`config.mk`:
```
export PLATFORM = sky130hd
export DESIGN_NAME = tree_job_sequencer
export DESIGN_NICKNAME = d
export VERILOG_FILES = /design/src/rtl/tree_job_sequencer.sv
export SDC_FILE = /design/constraint.sdc
export NUM_CORES = 1
export LEC_CHECK = 0
export BUFFER_PORTS_ARGS = -buffer_cell sky130_fd_sc_hd__buf_2
export CORE_AREA = 2 2 177 179
export CTS_CLUSTER_DIAMETER = 100
export DETAILED_ROUTE_END_ITERATION = 7
export DIE_AREA = 0 0 179 181
export GPL_TIMING_DRIVEN = 0
export PLACE_DENSITY = 0.48
export SLEW_MARGIN = 30
export SYNTH_ARGS = -nofsm -noshare
export SYNTH_HDL_FRONTEND = slang
export SYNTH_SLANG_ARGS = --single-unit
```
`constraint.sdc`:
```
create_clock -name CLK -period 3.45 [get_ports CLK]
set_clock_uncertainty 0.15 [all_clocks]
set_input_delay 0.69 -clock CLK [delete_from_list [all_inputs] [get_ports CLK]]
set_output_delay 0.69 -clock CLK [all_outputs]
set_load 0.01 [all_outputs]
```
`src/rtl/tree_job_sequencer.sv`:
```
// tree_job_sequencer: round-robin job sequencer in front of one evaluation tree.
// Requesters post five 16-bit operands; the winner's operands are launched
// into the tree with ST held high until RD. The result returns to the owner with
// a DONE pulse. A cycle counter aborts a run whose RD never rises and bounds the
// drain phase that waits for RD to fall.
module tree_job_sequencer #(
    parameter int unsigned NREQ    = 4,
    parameter int unsigned TIMEOUT = 256,
    parameter int unsigned CW      = 9
) (
    input  logic                 CLK,
    input  logic                 RST,
    input  logic [NREQ-1:0]      REQ,
    input  logic [NREQ*80-1:0]   REQ_OPS,
    output logic [NREQ-1:0]      ACK,
    output logic [NREQ-1:0]      DONE,
    output logic [15:0]          RES,
    output logic                 ERR,
    output logic                 BUSY,
    output logic                 TREE_ST,
    input  logic                 TREE_RD,
    input  logic [15:0]          TREE_RES,
    output logic [15:0]          TREE_IN0,
    output logic [15:0]          TREE_IN1,
    output logic [15:0]          TREE_IN2,
    output logic [15:0]          TREE_IN3,
    output logic [15:0]          TREE_IN4
);

    localparam int unsigned PW   = (NREQ > 1) ? $clog2(NREQ) : 1;
    localparam int unsigned NOPS = 5;
    localparam int unsigned OPW  = 16;

    localparam logic [CW-1:0] CNT_LAST = CW'(TIMEOUT - 1);

    typedef enum logic [1:0] {
        IDLE  = 2'd0,
        RUN   = 2'd1,
        DRAIN = 2'd2
    } state_t;

    // Operand bus viewed as [requester][operand]; packed layout matches REQ_OPS.
    logic [NREQ-1:0][NOPS-1:0][OPW-1:0] req_ops;
    assign req_ops = REQ_OPS;

    state_t                   state_q, state_d;
    logic [PW-1:0]            ptr_q, ptr_d;
    logic [PW-1:0]            owner_q, owner_d;
    logic [CW-1:0]            cnt_q, cnt_d;
    logic [NOPS-1:0][OPW-1:0] tin_q, tin_d;
    logic [NREQ-1:0]          ack_d, done_d;
    logic [15:0]              res_d;
    logic                     err_d, busy_d, st_d;

    logic                     grant_vld;
    logic [PW-1:0]            grant_idx;
    logic [PW-1:0]            cand;

    assign TREE_IN0 = tin_q[0];
    assign TREE_IN1 = tin_q[1];
    assign TREE_IN2 = tin_q[2];
    assign TREE_IN3 = tin_q[3];
    assign TREE_IN4 = tin_q[4];

    // Round-robin search: first requesting index at or above the pointer, wrapping.
    always_comb begin
        grant_vld = 1'b0;
        grant_idx = '0;
        cand      = '0;
        for (int unsigned i = 0; i < NREQ; i++) begin
            cand = PW'((32'(ptr_q) + i) % NREQ);
            if (!grant_vld && REQ[cand]) begin
                grant_vld = 1'b1;
                grant_idx = cand;
            end
        end
    end

    // State and output registers; reset clears everything, including the tree start.
    always_ff @(posedge CLK or negedge RST) begin
        if (!RST) begin
            state_q <= IDLE;
            ptr_q   <= '0;
            owner_q <= '0;
            cnt_q   <= '0;
            tin_q   <= '0;
            ACK     <= '0;
            DONE    <= '0;
            RES     <= '0;
            ERR     <= 1'b0;
            BUSY    <= 1'b0;
            TREE_ST <= 1'b0;
        end else begin
            state_q <= state_d;
            ptr_q   <= ptr_d;
            owner_q <= owner_d;
            cnt_q   <= cnt_d;
            tin_q   <= tin_d;
            ACK     <= ack_d;
            DONE    <= done_d;
            RES     <= res_d;
            ERR     <= err_d;
            BUSY    <= busy_d;
            TREE_ST <= st_d;
        end
    end

    // Next-state and next-output logic for IDLE -> RUN -> DRAIN -> IDLE.
    always_comb begin
        state_d = state_q;
        ptr_d   = ptr_q;
        owner_d = owner_q;
        cnt_d   = cnt_q;
        tin_d   = tin_q;
        ack_d   = '0;
        done_d  = '0;
        res_d   = RES;
        err_d   = ERR;
        st_d    = TREE_ST;

        case (state_q)
            IDLE: begin
                if (grant_vld) begin
                    tin_d   = req_ops[grant_idx];
                    st_d    = 1'b1;
                    ack_d   = NREQ'(1) << grant_idx;
                    owner_d = grant_idx;
                    ptr_d   = (grant_idx == PW'(NREQ - 1)) ? '0 : grant_idx + PW'(1);
                    cnt_d   = '0;
                    state_d = RUN;
                end
            end

            RUN: begin
                cnt_d = cnt_q + CW'(1);
                if (TREE_RD) begin
                    res_d   = TREE_RES;
                    err_d   = 1'b0;
                    done_d  = NREQ'(1) << owner_q;
                    st_d    = 1'b0;
                    cnt_d   = '0;
                    state_d = DRAIN;
                end else if (cnt_q == CNT_LAST) begin
                    // Tree never answered: abort with a zero result and flag it.
                    res_d   = '0;
                    err_d   = 1'b1;
                    done_d  = NREQ'(1) << owner_q;
                    st_d    = 1'b0;
                    cnt_d   = '0;
                    state_d = DRAIN;
                end
            end

            DRAIN: begin
                // Wait for RD to fall so the next job's RD is not a stale level.
                st_d  = 1'b0;
                cnt_d = cnt_q + CW'(1);
                if (!TREE_RD || (cnt_q == CNT_LAST)) begin
                    cnt_d   = '0;
                    state_d = IDLE;
                end
            end

            default: begin
                st_d    = 1'b0;
                cnt_d   = '0;
                state_d = IDLE;
            end
        endcase

        busy_d = (state_d != IDLE);
    end

endmodule

```
==> key figures, run 1 <==
Outcome
  • Status: complete, no violations

Placed design
  • Setup slack at placement: between 400 and 500 ps
  • Placed cell area: slightly above 10,000 sq um
  • Final HPWL DP: about 28,000 um
  • Placed Cells: approximately 1,700
  • IO buf count: between 400 and 500
  • RePlAce Congestion: a little over 0.8

Die
  • Height of the die: approximately 180 um
  • Starting Density: 0.247
  • Site row count: 64
  • CORE AREA: 30,300 sq um
  • I/O pin cnt: 450
  • Die area: 32,400 sq um
  • DIE WIDTH: 179 um

Logic synthesis
  • Top cell type's share of synthesized area: 0.407
  • Cells after Synth: between 800 and 900
  • Syn_nets: roughly 1,200
  • Synthesized cell area: around 7500 sq um
  • Cell variety after synth: 42
  • Area leader, netlist: dfrtp_1
  • Yosys reg bits: approximately 120
  • Mean Syn Cell Area: a little over 9 sq um
  • Syn. warnings: 0
  • Synth top area cells: dfrtp_1 41%, mux2i_1 11%, o211ai_1 8.0%, o21ai_0 5.9%, nand3_1 5.5%
  • Seq/Total Area, Yosys: 0.407

Timing
  • Fin crit share: 0.807
  • Final count of negative-setup-slack endpoints: 0
  • Final Slew Violations: 0
  • Worst hold slack: around 28 ps
  • Final Critical Period: approximately 2800 ps
  • Final setup margin: approximately 670 ps
  • Unrepaired setup endpoints after global routing: false
  • Worst relative slew slack: 0.550
  • Final hold vios: 0
  • Worst Tran Pin Value: between 600 and 700 ps
  • FMAX: roughly 360 MHz

Power
  • Leakage: between 5 and 6 nW
  • Pwr dens: approximately 840 nW/um^2
  • Max VDD drop: between 300 and 400 uV

GRT
  • First-pass GRT wire length: approximately 51,000 um
  • Total track usage: 0.213
  • Largest net degree at the start of global routing: 70
  • Grt total ovfl: 0
  • Initial antenna violation count: 7
  • Vias in the first global route: 8,133

Finish
  • Area grow syn2layout: 44.9%
  • Final Non-Filler Cells: ~1,700
  • Nets@finish: between 1,500 and 2,000
  • Share of cells above drive strength 1: 0.410
  • Fillers: about 3,300
  • Most frequent cells in the layout: 469 x buf_2, 122 x dfrtp_1, 102 x nand2_1, 89 x o21ai_0, 82 x nand3_1
  • Finished Cell Area: 10,900 sq um
  • Util after Layout: 0.358
  • Most common cell after layout, fill and taps aside: buf_2

Critical path
  • Crit path depth: 8
  • Worst Setup Start Kind: flop
  • Worst path bufs/invs: 1
  • CP dominant cell by count: and3_1
  • CP peak stage delay: roughly 440 ps
  • Setup CP Type: reg2reg
  • Critical-path maximum fanout: 10
  • Worst Path Arrival: between 2000 and 3000 ps
  • Reg2Reg Depth: 8
  • Critical Path Sink Type: flop
  • CP cell instances: ha_1 > and3_1 > and3_1 > and3_1 > ha_1 > o21ai_0 > clkbuf_1 > a22o_1
  • Critical Path RT: between 3000 and 4000 ps
  • Slowest-stage cell, CP: clkbuf_1
  • CP delay by family, top: simple AND/OR/NAND/NOR gates

Clocking
  • Post-CTS Setup Inserts: 0
  • Root buffer cell: clkbuf_16
  • Clock buffer depth: 2
  • Clk slew on worst S/H paths: 70 ps
  • Worst-skew pair later-pin latency: 420 ps
  • Clk sinks: around 120
  • Htree depth: 4
  • Post-CTS Hold Buffers: 0
  • CTS tree: built
  • Post_cts resized: 0
  • CTS Buf Count: 17

Detailed routing
  • Initial detailed-routing violation count: about 460
  • Final ANT Viol Nets: 0
  • # DRC: 0
  • Routed len/inst: about 21 um
  • First drt pass iteration count: 5
  • Drt total wl: ~36,000 um
  • Detail-routed via count per cell: 4.87
  • Via count: about 8,200

Flow run
  • Max_cap viols: 0

Hold path
  • Type of the worst min-delay path: in2async
## where the power goes
| part | switching [mW] | internal, mW |
|---|---|---|
| Combinational | 3.02 | 1.92 |
| Clock | 0.832 | 0.962 |
| Sequential | 0.327 | 2.07 |
## sequential cells by signal, summed over array words and instances (netlist names)
signal    flops
BUSY          1
owner_q       2
ptr_q         2
DONE          4
TREE_ST       1
TREE_IN1     16
ERR           1
TREE_IN2     16
state_q       2
cnt_q         9
ACK           4
TREE_IN4     16
RES          16
TREE_IN3     16
TREE_IN0     16
## metal layers
metal  track usage  part of all wire  routed length (um)
met5             0           0.00048                  17
met4        0.0478            0.0096                 342
met1         0.278              0.42               15100
met2         0.355              0.49               17500
met3        0.0482             0.074                2640
## cell type report
type                            instances  area [sq um]  share of cell area
Clock buffer                           17           425              0.0391
Antenna cell                            5          12.5             0.00115
Sequential cell                       122          3050               0.281
Multi-Input combinational cell        598          3990               0.367
Buffer                                 79           429              0.0395
Inverter                               11          43.8             0.00403
Timing Repair Buffer                  449          2280               0.210
Tap cell                              396           495              0.0456
Clock inverter                         15           148              0.0136
## worst reg2reg max path, stage by stage, from the launching register on
cell      delay [ps]
dfrtp_1          400
ha_1             230
and3_1           210
and3_1           210
and3_1           200
ha_1             270
o21ai_0          390
clkbuf_1         440
a22o_1           230
## cells in the mapped netlist
| cell | count |
|---|---|
| nand2b_1 | 2 |
| o21a_1 | 1 |
| buf_6 | 12 |
| o31ai_1 | 1 |
| nor3b_1 | 2 |
| a31oi_1 | 1 |
| a21oi_1 | 6 |
| a211o_1 | 37 |
| nand2b_4 | 1 |
| inv_1 | 9 |
| a21o_1 | 46 |
| nor2_2 | 1 |
| inv_2 | 1 |
| mux2_2 | 1 |
| nand2_1 | 102 |
| inv_4 | 1 |
| mux2i_1 | 81 |
| nand3b_1 | 1 |
| o22ai_1 | 1 |
| o21ai_1 | 5 |
| buf_2 | 22 |
| o32ai_1 | 1 |
| o21ai_0 | 89 |
| nor2_1 | 7 |
| ha_1 | 11 |
| a21oi_4 | 1 |
| o22a_1 | 3 |
| o221ai_2 | 1 |
| a22o_1 | 16 |
| nand3_1 | 82 |
| o22ai_4 | 1 |
| buf_4 | 4 |
| and2_1 | 6 |
| mux2i_2 | 1 |
| a211oi_1 | 1 |
| nor3_1 | 1 |
| dfrtp_1 | 122 |
| clkbuf_1 | 41 |
| o211ai_1 | 80 |
| nor4_2 | 1 |
| and3_1 | 6 |
| nor2b_1 | 1 |
## stage by stage
stage | TNS [ps] | total power [mW]
2_1_floorplan | 0 | 5.37
3_3_place_gp | -46730 | 7.40
3_5_place_dp | 0 | 7.45
4_1_cts | 0 | 9.27
5_1_grt | 0 | 9.78
6_report | 0 | 9.14
## logic make-up (layout without fill, tap and decap cells)
| logic type | after synthesis | after routing | synth area share |
|---|---|---|---|
| buffers and inverters | 90 | 571 | 0.0630 |
| adders and majority gates | 11 | 11 | 0.0183 |
| AOI/OAI and AO/OA | 291 | 291 | 0.271 |
| other | 0 | 5 | 0 |
| muxes | 83 | 83 | 0.111 |
| DFF | 122 | 122 | 0.407 |
| and+or+nand+nor | 213 | 213 | 0.130 |
## worst paths after layout
path	end	slack, ps	startpoint
worst min register to register	cnt_q[3]$_DFFE_PN0P_	330	cnt_q[3]$_DFFE_PN0P_
worst max register to register	RES[1]$_DFFE_PN0P_	670	cnt_q[0]$_DFFE_PN0P_
worst max-delay path	RES[1]$_DFFE_PN0P_	670	cnt_q[0]$_DFFE_PN0P_
worst min-delay path	TREE_IN0[10]$_DFFE_PN0P_	30	RST
max in group asynchronous	TREE_IN2[7]$_DFFE_PN0P_	2380	RST
min in group CLK	RES[12]$_DFFE_PN0P_	330	TREE_RES[12]
No activity file was read; power rests on OpenSTA's default activity.
==> inputs of run 2 (changes only) <==
--- a/config.mk
+++ b/config.mk
@@ -6,12 +6,12 @@
 export NUM_CORES = 1
 export LEC_CHECK = 0
 export BUFFER_PORTS_ARGS = -buffer_cell sky130_fd_sc_hd__buf_2
-export CORE_AREA = 2 2 177 179
+export CORE_AREA = 2 2 174 176
 export CTS_CLUSTER_DIAMETER = 100
 export DETAILED_ROUTE_END_ITERATION = 7
-export DIE_AREA = 0 0 179 181
+export DIE_AREA = 0 0 176 178
 export GPL_TIMING_DRIVEN = 0
-export PLACE_DENSITY = 0.48
+export PLACE_DENSITY = 0.49
 export SLEW_MARGIN = 30
 export SYNTH_ARGS = -nofsm -noshare
 export SYNTH_HDL_FRONTEND = slang
==> constraint.sdc (replaced) <==
create_clock -name CLK -period 2.7 [get_ports CLK]
set_clock_uncertainty 0.15 [all_clocks]
set_input_delay 0.54 -clock CLK [delete_from_list [all_inputs] [get_ports CLK]]
set_output_delay 0.54 -clock CLK [all_outputs]
set_load 0.01 [all_outputs]
==> run 2 against run 1 <==
Compared with the run above: die area shrank 3.3%; register-to-register slack got worse by 540 ps; design area is 0.28% higher; worst hold slack gained 140 ps; clock power increased by 34%; core utilization increased by 1.3 points; clock-buffer cell count did not move; non-clock buffer count up 1; sequential power increased by 29%; combinational power rose by 27%; fmax grew 8.3%; sequential cell count did not move; largest power group unchanged; highest routed layer is now met4.
==> key figures, run 2 (synthesis gave the netlist of run 1 again) <==
Critical path
  • Worst Setup Start Kind: flop
  • Setup CP Type: reg2reg
  • CP peak stage delay: 430 ps
  • Slowest-stage cell, CP: mux2i_1
  • Worst setup startpoint: ptr_q[1]$_DFFE_PN0P_
  • Crit Reg-Reg Startpoint: ptr_q[1]$_DFFE_PN0P_
  • CP dominant cell by count: buf_6
  • CP cell instances: buf_6 > nand2b_4 > a21oi_4 > nor2_2 > inv_4 > buf_6 > mux2i_1 > o211ai_1
  • Worst Path Arrival: ~2700 ps
  • Critical-path maximum fanout: 10
  • Reg-to-reg setup timing slack: roughly 130 ps
  • Critical Path Sink Type: flop
  • Critical Path RT: between 2000 and 3000 ps

Detailed routing
  • # DRC: 0
  • Final ANT Viol Nets: 0
  • Via count: 8,203
  • Initial detailed-routing violation count: roughly 350
  • Drt total wl: roughly 35,000 um
  • Routed len/inst: between 20 and 25 um
  • First drt pass iteration count: 5
  • Detail-routed via count per cell: ~5

Finish
  • Most common cell after layout, fill and taps aside: buf_2
  • Area of the multi-input gates: between 3000 and 4000 sq um
  • Register area: 3050 sq um
  • Nets@finish: ~1,600
  • Area grow syn2layout: 45.3%
  • Share of cells above drive strength 1: 0.413
  • Fillers: 3,188
  • Most frequent cells in the layout: 469 x buf_2, 122 x dfrtp_1, 102 x nand2_1, 88 x o21ai_0, 82 x nand3_1

Timing
  • Final Slew Violations: 0
  • Final Critical Period: ~2600 ps
  • Final hold vios: 0
  • Final count of negative-setup-slack endpoints: 0
  • Worst Tran Pin Value: 914 ps
  • FMAX: approximately 390 MHz
  • Worst relative slew slack: 0.391
  • Unrepaired setup endpoints after global routing: true
  • Fin crit share: 0.951
  • Worst hold slack: ~170 ps

GRT
  • First-pass GRT wire length: about 51,000 um
  • Initial antenna violation count: 4
  • Vias in the first global route: roughly 8,000
  • Grt total ovfl: 0
  • Largest net degree at the start of global routing: 75
  • Total track usage: 0.218

Placed design
  • IO buf count: 448
  • Final HPWL DP: about 27,000 um
  • RePlAce Congestion: 0.835

Die
  • DIE WIDTH: roughly 180 um
  • Die area: about 31,000 sq um
  • Height of the die: ~180 um
  • Starting Density: 0.255
  • Site row count: 63
  • I/O pin cnt: 450
  • CORE AREA: roughly 29,000 sq um

Clocking
  • Root buffer cell: clkbuf_16
  • Clk sinks: between 100 and 150
  • Worst-skew pair later-pin latency: roughly 430 ps
  • Clk slew on worst S/H paths: 70 ps
  • CTS Buf Count: 17
  • Htree depth: 4
  • Post-CTS Setup Inserts: 0
  • Clock buffer depth: 2
  • CTS tree: built

Power
  • Pwr Total: approximately 12 mW
  • Pwr dens: 1080 nW/um^2
  • Leakage: around 5.5 nW
  • Max VDD drop: ~370 uV

Hold path
  • Hold wc startpoint: TREE_RES[12]
  • Type of the worst min-delay path: in2reg

Outcome
  • Status: complete, no violations

Flow run
  • Max_cap viols: 0
-- run 2: critical path: cells and delay by family (launching register included) --
| family | cells | cell delay (ps) |
|---|---|---|
| buffers and inverters | 3 | 600 |
| AO/OA/AOI/OAI | 2 | 560 |
| multiplexers | 1 | 430 |
| flip-flops | 1 | 370 |
| AND/OR/NAND/NOR | 2 | 280 |
-- run 2: metal layers --
metal  up-vias  global-route usage  routed length, um
li1       3943                   -                  -
met1      3897               0.280              15100
met2       322               0.365              16800
met3        41              0.0465               2080
met4         0              0.0733                771
met5         -                   0                  0
-- run 2: repair_timing --
action | CTS | global route
setup endpoints to repair | 25 | 26
gates resized for setup | 3 | 4
hold buffers | 1 | 0
hold endpoints to repair | 48 | 0
-- run 2: power by group --
part           switching [mW]  total (mW)  internal (mW)
clock                    1.07        2.40           1.33
sequential              0.441        3.09           2.65
combinational            3.80        6.25           2.45
-- run 2: worst paths after layout --
kind	endpoint	cells past startpoint
worst min register to register	TREE_ST$_DFFE_PN0P_	1
min in group asynchronous	TREE_IN4[2]$_DFFE_PN0P_	2
worst max register to register	TREE_IN1[4]$_DFFE_PN0P_	8
worst max-delay path	TREE_IN1[4]$_DFFE_PN0P_	8
worst min-delay path	RES[12]$_DFFE_PN0P_	2
max in group asynchronous	TREE_IN2[8]$_DFFE_PN0P_	3
-- run 2: per-stage QoR --
stage                     cell area, sq um  setup TNS, ps  instances   util  setup WS, ps
final                                10900              0       1688  0.371           131
after global routing                 10900          -3.44       1685  0.371         -3.44
after CTS                            10900              0       1682  0.370          41.1
after detailed placement             10300          -4690       1649  0.349          -137
after global placement               10200        -119310       1648  0.348          -968
after floorplan                       7500              0        810      -           323
-- run 2: layout make-up --
cell class,instances,area share
antenna,6,0.00138
sequential,122,0.280
multi-input combinational,598,0.366
buffer,79,0.0396
inverter,11,0.00402
clock inverter,15,0.0155
timing repair buffer,450,0.210
clock buffer,17,0.0390
tap,390,0.0447
==> inputs of run 3 (changes only) <==
==> config.mk (replaced) <==
export PLATFORM = sky130hd
export DESIGN_NAME = tree_job_sequencer
export DESIGN_NICKNAME = d
export VERILOG_FILES = /design/src/rtl/tree_job_sequencer.sv
export SDC_FILE = /design/constraint.sdc
export NUM_CORES = 1
export LEC_CHECK = 0
export BUFFER_PORTS_ARGS = -buffer_cell sky130_fd_sc_hd__buf_4
export CORE_AREA = 2 2 177 179
export CTS_BUF_LIST = sky130_fd_sc_hd__clkbuf_8
export CTS_CLUSTER_DIAMETER = 100
export DETAILED_ROUTE_END_ITERATION = 7
export DIE_AREA = 0 0 179 181
export GPL_TIMING_DRIVEN = 0
export PLACE_DENSITY = 0.48
export SLEW_MARGIN = 30
export SYNTH_ARGS = -nofsm -noshare
export SYNTH_HDL_FRONTEND = slang
export SYNTH_SLANG_ARGS = --single-unit
==> run 3 against run 2 <==
Compared with the run above: sequential share of layout area shrank 2.1 points; cell count did not move; sequential cell count unchanged; worst hold slack got worse by 30 ps; die area up 3.4%; sequential power about the same; global-route usage is 0.50 points higher; critical path depth grew 1; total power down 1.1%; design area increased by 8.2%; combinational power grew 9.3%; critical path type unchanged; critical endpoint is now cnt_q[2]$_DFFE_PN0P_; highest routed layer unchanged.
==> key figures, run 3 (synthesis gave the netlist of run 1 again) <==
Hold path
  • Type of the worst min-delay path: in2reg

Timing
  • Worst Tran Pin Value: 927 ps
  • Final hold vios: 0
  • Unrepaired setup endpoints after global routing: false
  • Worst hold slack: about 140 ps
  • Final Slew Violations: 0
  • Final setup margin: around 140 ps
  • Fin crit share: 0.947
  • FMAX: 391 MHz
  • Final Critical Period: approximately 2600 ps
  • Final count of negative-setup-slack endpoints: 0
  • Worst relative slew slack: 0.382

Detailed routing
  • Via count: roughly 8,100
  • Routed len/inst: ~22 um
  • Detail-routed via count per cell: just under 5
  • # DRC: 0
  • Drt total wl: 36,800 um
  • Final ANT Viol Nets: 0
  • First drt pass iteration count: 5
  • Initial detailed-routing violation count: ~470

Placed design
  • Placed Cells: roughly 1,700
  • Final HPWL DP: approximately 29,000 um
  • RePlAce Congestion: 0.830
  • IO buf count: about 450
  • Setup slack at placement: -116 ps

Die
  • I/O pin cnt: 450
  • CORE AREA: between 30,000 and 40,000 sq um
  • Height of the die: 181 um
  • Starting Density: 0.247
  • DIE WIDTH: 179 um
  • Die area: 32,400 sq um
  • Site row count: 64

GRT
  • Met3 usage: 0.0520
  • Total track usage: 0.223
  • Met1 usage: 0.290
  • Vias in the first global route: roughly 8,300
  • Met2 Resource Use GR: 0.371
  • First-pass GRT wire length: around 54,000 um
  • Initial antenna violation count: 0
  • Grt total ovfl: 0
  • Largest net degree at the start of global routing: 80
  • Global route hottest layer: met2

Critical path
  • Worst Path Arrival: 2780 ps
  • Critical Path RT: 2930 ps
  • Critical Path Sink Type: flop
  • Worst Setup Start Kind: flop
  • Critical-path maximum fanout: 8
  • Setup CP Type: reg2reg

Clocking
  • Htree depth: 4
  • Clk sinks: 122
  • CTS tree: built
  • Worst-skew pair later-pin latency: ~450 ps
  • Root buffer cell: clkbuf_8
  • CTS Buf Count: 17
  • Clk slew on worst S/H paths: ~100 ps
  • Clock buffer depth: 2
  • Post-CTS Setup Inserts: 0

Finish
  • Share of cells above drive strength 1: 0.412
  • Most common cell after layout, fill and taps aside: buf_4
  • Register area: approximately 3100 sq um
  • # diodes: 0
  • Nets@finish: 1,633
  • Fillers: between 3,000 and 4,000
  • Util after Layout: 0.389
  • Most frequent cells in the layout: 451 x buf_4, 122 x dfrtp_1, 102 x nand2_1, 88 x o21ai_0, 82 x nand3_1
  • Area grow syn2layout: 57.2%
  • Area of the multi-input gates: approximately 4000 sq um
  • Final Non-Filler Cells: about 1,700

Power
  • Pwr dens: roughly 980 nW/um^2
  • Max VDD drop: approximately 350 uV
  • Pwr Total: around 12 mW
  • Leakage: approximately 5.7 nW

Outcome
  • Status: complete, no violations

Flow run
  • Max_cap viols: 0
run 3: per-stage QoR:
stage | setup TNS, ps | instance area (sq um)
detailed placement | -3590 | 11400
global route | 0 | 11800
floorplan | 0 | 7500
finish | 0 | 11800
CTS | 0 | 11800
global placement | -1830 | 11400
run 3: path summary, 6_finish.rpt:
path,start,to,slack (ps),depth (start not counted)
min in group asynchronous,RST,TREE_IN4[5]$_DFFE_PN0P_,390,2
min reg2reg,cnt_q[2]$_DFFE_PN0P_,cnt_q[2]$_DFFE_PN0P_,330,1
max in group asynchronous,RST,TREE_IN1[4]$_DFFE_PN0P_,1250,3
min,TREE_RES[1],RES[1]$_DFFE_PN0P_,140,2
max,cnt_q[0]$_DFFE_PN0P_,cnt_q[2]$_DFFE_PN0P_,140,9
max reg2reg,cnt_q[0]$_DFFE_PN0P_,cnt_q[2]$_DFFE_PN0P_,140,9
run 3: report_power, final:
group	internal, mW	total [mW]	leakage [nW]	switching (mW)
Sequential	2.65	3.11	1.53	0.460
Clock	0.688	1.67	0.187	0.984
Combinational	2.97	6.83	4.01	3.86
run 3: layout make-up:
class,count,area share
Buffer,79,0.0366
Clock buffer,17,0.0198
Clock inverter,15,0.0125
Inverter,11,0.00371
Multi-Input combinational cell,598,0.338
Sequential cell,122,0.259
Tap cell,396,0.0420
Timing Repair Buffer,450,0.289
run 3: worst max-delay path, stage by stage, from the launching register on:
cell and delay [ps]:
dfrtp_1 410, ha_1 230, and3_1 210, and3_1 210, and3_1 200, ha_1 270
a211o_1 420, nor2_4 200, nand2_1 80, o21ai_1 110
run 3: what timing repair did:
item,CTS,global route
setup endpoints to repair,22,26
hold buffers,1,0
gates resized for setup,3,2
hold endpoints to repair,43,0
run 3: metal layers:
layer | up-vias | share of wire | wire length, um
li1 | 3932 | - | -
met1 | 3872 | 0.42 | 15400
met2 | 304 | 0.49 | 17900
met3 | 33 | 0.075 | 2770
met4 | 0 | 0.018 | 678
met5 | - | 0 | 0
